`config.mk`:
```
export PLATFORM = sky130hd
export DESIGN_NAME = fir_mac_param
export DESIGN_NICKNAME = d
export VERILOG_FILES = /design/src/rtl/fir_mac_param.sv
export SDC_FILE = /design/constraint.sdc
export NUM_CORES = 2
export LEC_CHECK = 0
export BUFFER_PORTS_ARGS = -buffer_cell sky130_fd_sc_hd__buf_2
export CORE_MARGIN = 5
export CORE_UTILIZATION = 55
export CTS_BUF_LIST = sky130_fd_sc_hd__clkbuf_8
export DETAILED_ROUTE_END_ITERATION = 8
export GPL_TIMING_DRIVEN = 0
export PLACE_DENSITY = 0.77
export SKIP_LAST_GASP = 1
export SYNTH_ARGS = -nofsm -noshare
export SYNTH_HDL_FRONTEND = slang
export SYNTH_SLANG_ARGS = --single-unit
```
`constraint.sdc`:
```
create_clock -name ck -period 6.9 [get_ports ck]
set_input_delay 1.725 -clock ck [delete_from_list [all_inputs] [get_ports ck]]
set_output_delay 1.725 -clock ck [all_outputs]
set_load 0.01 [all_outputs]
```
`src/rtl/fir_mac_param.sv`:
```
// rtl/fir_mac_param.sv - time-multiplexed FIR, one tap per clock, programmable coefficients
// Single MAC walks the delay line after each accepted sample, then rounds and saturates.
module fir_mac_param #(
   parameter int DATA_W = 16,
   parameter int COEF_W = 16,
   parameter int TAPS   = 16,
   parameter int ACC_W  = DATA_W + COEF_W + $clog2(TAPS)
) (
   input  logic                     ck,
   input  logic                     rst_n,
   input  logic signed [DATA_W-1:0] in_data,
   input  logic                     in_valid,
   output logic                     in_ready,
   output logic signed [DATA_W-1:0] out_data,
   output logic                     out_valid,
   input  logic                     out_ready,
   output logic                     out_sat,
   input  logic                     coef_wr,
   input  logic [$clog2(TAPS)-1:0]  coef_addr,
   input  logic signed [COEF_W-1:0] coef_data,
   output logic                     coef_err
);

   localparam int AW = $clog2(TAPS);
   localparam int PW = DATA_W + COEF_W;

   localparam logic [1:0] S_IDLE  = 2'd0;
   localparam logic [1:0] S_MAC   = 2'd1;
   localparam logic [1:0] S_ROUND = 2'd2;
   localparam logic [1:0] S_OUT   = 2'd3;

   localparam logic signed [ACC_W-1:0] HALF = ACC_W'(1) <<< (COEF_W - 2);
   localparam logic signed [ACC_W-1:0] DMAX = ACC_W'(2 ** (DATA_W - 1) - 1);
   localparam logic signed [ACC_W-1:0] DMIN = ~DMAX;

   logic [1:0]               state_q, state_d;
   logic signed [ACC_W-1:0]  acc_q, acc_d;
   logic [AW-1:0]            addr_q, addr_d;
   logic signed [DATA_W-1:0] out_data_q, out_data_d;
   logic                     out_sat_q, out_sat_d;
   logic                     coef_err_q, coef_err_d;
   logic signed [DATA_W-1:0] samples_q [TAPS];
   logic signed [COEF_W-1:0] coef_q [TAPS];

   logic                     accept;
   logic                     coef_we;
   logic signed [PW-1:0]     prod;
   logic signed [ACC_W-1:0]  prod_ext;
   logic signed [ACC_W-1:0]  sum;
   logic signed [ACC_W-1:0]  r;

   always_comb begin
      accept     = in_valid && (state_q == S_IDLE);
      coef_we    = coef_wr && (state_q == S_IDLE) && (32'(coef_addr) < TAPS);
      prod       = PW'(samples_q[addr_q]) * PW'(coef_q[addr_q]);
      prod_ext   = ACC_W'(prod);
      sum        = acc_q + HALF;
      r          = sum >>> (COEF_W - 1);
      state_d    = state_q;
      acc_d      = acc_q;
      addr_d     = addr_q;
      out_data_d = out_data_q;
      out_sat_d  = out_sat_q;
      coef_err_d = coef_wr && (state_q != S_IDLE);
      case (state_q)
         S_IDLE: begin
            if (accept) begin
               acc_d   = '0;
               addr_d  = '0;
               state_d = S_MAC;
            end
         end
         S_MAC: begin
            acc_d = acc_q + prod_ext;
            if (addr_q == AW'(TAPS - 1)) begin
               state_d = S_ROUND;
            end else begin
               addr_d = addr_q + AW'(1);
            end
         end
         S_ROUND: begin
            if (r > DMAX) begin
               out_data_d = DMAX[DATA_W-1:0];
               out_sat_d  = 1'b1;
            end else if (r < DMIN) begin
               out_data_d = DMIN[DATA_W-1:0];
               out_sat_d  = 1'b1;
            end else begin
               out_data_d = r[DATA_W-1:0];
               out_sat_d  = 1'b0;
            end
            state_d = S_OUT;
         end
         S_OUT: begin
            if (out_ready) begin
               state_d = S_IDLE;
            end
         end
         default: state_d = S_IDLE;
      endcase
   end

   always_ff @(posedge ck or negedge rst_n) begin
      if (!rst_n) begin
         state_q    <= S_IDLE;
         acc_q      <= '0;
         addr_q     <= '0;
         out_data_q <= '0;
         out_sat_q  <= 1'b0;
         coef_err_q <= 1'b0;
      end else begin
         state_q    <= state_d;
         acc_q      <= acc_d;
         addr_q     <= addr_d;
         out_data_q <= out_data_d;
         out_sat_q  <= out_sat_d;
         coef_err_q <= coef_err_d;
      end
   end

   // Delay line and coefficient bank change only in IDLE, so a MAC pass sees a frozen snapshot.
   always_ff @(posedge ck or negedge rst_n) begin
      if (!rst_n) begin
         for (int i = 0; i < TAPS; i++) begin
            samples_q[i] <= '0;
            coef_q[i]    <= '0;
         end
      end else begin
         if (accept) begin
            samples_q[0] <= in_data;
            for (int i = 1; i < TAPS; i++) begin
               samples_q[i] <= samples_q[i-1];
            end
         end
         if (coef_we) begin
            coef_q[coef_addr] <= coef_data;
         end
      end
   end

   assign in_ready  = (state_q == S_IDLE);
   assign out_valid = (state_q == S_OUT);
   assign out_data  = out_data_q;
   assign out_sat   = out_sat_q;
   assign coef_err  = coef_err_q;

endmodule

```
==> results.py <==
metrics = {
    "placed_design": {
        "port_buffers": 60,
        "globalplace.congestion": 0.944,
        "place_area_mm2": 0.0393,
        "placed_cells": 3906,
        "dp_hpwl_um": 69800,
        "place_ws_ns": -1.86,
    },
    "clocking": {
        "path_clk_slew_ns": 0.06,
        "cts_buffer_depth": 3,
        "cts.sinks": 572,
        "root_buffer": "clkbuf_8",
        "cts_hold_buf": 0,
        "cts_buffers": 96,
        "cts_tree": "built",
        "worst_skew_pair.late_latency_ns": 0.74,
        "cts_max_level": 3,
    },
    "synth": {
        "synth_common_cells": "572 x dfrtp_1, 537 x mux2_2, 399 x inv_1",
        "syn_nets": 3437,
        "synth_seq_area_share": 0.384,
        "synth_warnings": 0,
        "synth_top_area_cell": "dfrtp_1",
        "synth_cell_type_count": 59,
        "synthArstFlopShare": 1.00,
        "syn_area_per_cell_um2": 12.5,
        "syn_area_mm2": 0.0372,
        "ys.flop_type": "dfrtp_1",
        "yosys-top-cells-area": "dfrtp_1 38%, fa_1 17%, mux2_2 16%, mux4_2 8.2%, inv_1 4.0%",
        "synth_cells": 2969,
        "yosysTopAreaCellShare": 0.384,
        "ys_ff_latch": 572,
        "yosysMostFrequentCell": "dfrtp_1",
        "synth_edf_count": 0,
    },
    "setup_path": {
        "cpLargestDelayFamily": "adder cells",
        "worst_path_largest_cell_delay_ns": 0.58,
        "path_buf_inv": 10,
        "cp-startpoint": "addr_q[0]",
        "required_ns": 7.57,
        "path_class": "reg2reg",
        "worstSetupStartpointType": "flip-flop",
        "timing.critical_path.mode_cell": "fa_1",
        "crit_fanout": 8,
        "cp_slowest_cell": "fa_1",
        "r2r_start": "addr_q[0]",
        "worst_setup_path_end_kind": "flip-flop",
        "arrival_ns": 8.37,
    },
    "sta": {
        "fin_skew_ns": 0.0344,
        "fmax_mhz": 130,
        "final-setup-viol-count": 23,
        "tightest_slew_ns": 1.21,
        "finalHoldViolCount": 0,
        "setup_slack_ns": -0.799,
        "grt_setup_unrepaired": "yes",
        "fin_crit_ns": 7.70,
        "drv_slew": 0,
        "relSlewSlack": 0.184,
        "finalCritPeriodShare": 1.12,
    },
    "worst_hold_path": {
        "worstHoldStart": "out_data[12]",
        "hp-class": "reg2reg",
    },
    "floorplan": {
        "initial_core_util": 0.554,
        "die_h_um": 270,
        "num_rows": 95,
        "die_x_um": 270,
        "core-area_mm2": 0.0672,
        "num_io_pins": 61,
        "die_area_mm2": 0.0730,
    },
    "grt": {
        "globalRouteOverflowTotal": 0,
        "first_global_vias": 27283,
        "antenna_found_initial": 1,
        "grt_pass1_wl_um": 156000,
        "grt_max_degree": 136,
        "grt_usage": 0.273,
    },
    "detailed_routing": {
        "first_pass_iters": 7,
        "met1_length_um": 39300,
        "via_per_inst": 5.95,
        "num_vias": 24934,
        "drt_wl_total_um": 98800,
        "wl_per_cell_um": 23.6,
        "route.detailed.drc": 0,
        "ant_nets": 0,
        "route.met3.wl_um": 7640,
        "wl_met2_um": 47400,
        "drt_iter0_drc": 2051,
        "routed.top_layer": "met4",
    },
    "cells_and_area": {
        "final_layout_size_suffix_gt1_frac": 0.369,
        "nets": 3715,
        "stdcell_area_mm2": 0.0433,
        "fillers": 4691,
        "fin_cells": 4192,
        "multi_input_area_mm2": 0.0218,
        "area_growth_pct": 16.3,
        "seq_area_mm2": 0.0143,
        "utilization": 0.645,
    },
    "status": {
        "violations": "negative setup slack",
        "status": "complete, but fails checks",
    },
    "run": {
        "cap_violations": 0,
    },
}
-- area by class of cell --
class,instances,share of cell area
inverter,400,0.0348
timing repair buffer,181,0.0358
clock buffer,117,0.0372
multi-input combinational,1850,0.503
buffer,146,0.0251
sequential,572,0.331
tap,873,0.0252
clock inverter,51,0.00844
antenna,2,0.000116
-- cells by family after synthesis --
| group | Yosys count | share of synthesized area |
|---|---|---|
| AO/OA/AOI/OAI | 211 | 0.0356 |
| AND/OR/NAND/NOR | 466 | 0.0539 |
| multiplexers | 697 | 0.251 |
| adder cells (fa/ha/maj) | 427 | 0.207 |
| buffers and inverters | 547 | 0.0570 |
| flip-flops | 572 | 0.384 |
| XOR/XNOR | 49 | 0.0115 |
-- registers in the layout, summed over array words and instances, names as in the netlist --
signal and cells:
acc_q 36, addr_q 4, coef_err 1, coef_q 256
out_data 16, out_sat 1, samples_q 256, state_q 2
-- worst register-to-register path, delay by kind of cell, from the launching register on --
kind                     cells  cell delay (ns)
multiplexers                 2             0.83
AND/OR/NAND/NOR              6             1.22
adder cells (fa/ha/maj)      7             3.26
AO/OA/AOI/OAI                3             0.69
flip-flops                   1             0.39
buffers and inverters       10             1.27
-- path summary, 6_finish.rpt --
kind                                  end  cells after the start  slack, ns
setup reg to reg                acc_q[29]                     28      -0.80
setup / recovery                acc_q[29]                     28      -0.80
hold / removal               out_data[12]                      1       0.48
hold reg to reg              out_data[12]                      1       0.48
max in group asynchronous      coef_q[28]                      3       4.20
min in group asynchronous  samples_q[181]                      1       1.00
-- metrics by stage --
step / TNS (ns) / hold WS, ns
6_report: -11.34 / 0.475
4_1_cts: -8.34 / 0.481
3_5_place_dp: -38.13 / 0.466
2_1_floorplan: -0.268 / 0.455
3_3_place_gp: -3866.07 / 0.457
5_1_grt: -15.55 / 0.489
-- cell usage in the layout (no fill, tap or decap), drive strengths merged, types with 88 or more instances in the layout --
cell / n
fa: 314
inv: 431
ha: 113
o21ai: 88
mux2: 537
nand2: 164
nor2: 193
dfrtp: 572
buf: 233
mux4: 135
clkbuf: 210
-- timing repair --
item | CTS | global route
buffers inserted | 71 | 43
endpoints found under the setup margin | 29 | 25
cloned | 4 | 0
pin swaps | 57 | 43
resized for setup | 200 | 74
-- per-layer routing --
layer	vias up	track usage
li1	10559	-
met1	12988	0.362
met2	1108	0.443
met3	279	0.0609
met4	0	0.109
met5	-	0
Power is not shown: default switching activity piles up to over one toggle a cycle in this logic, so the estimate is an artifact.
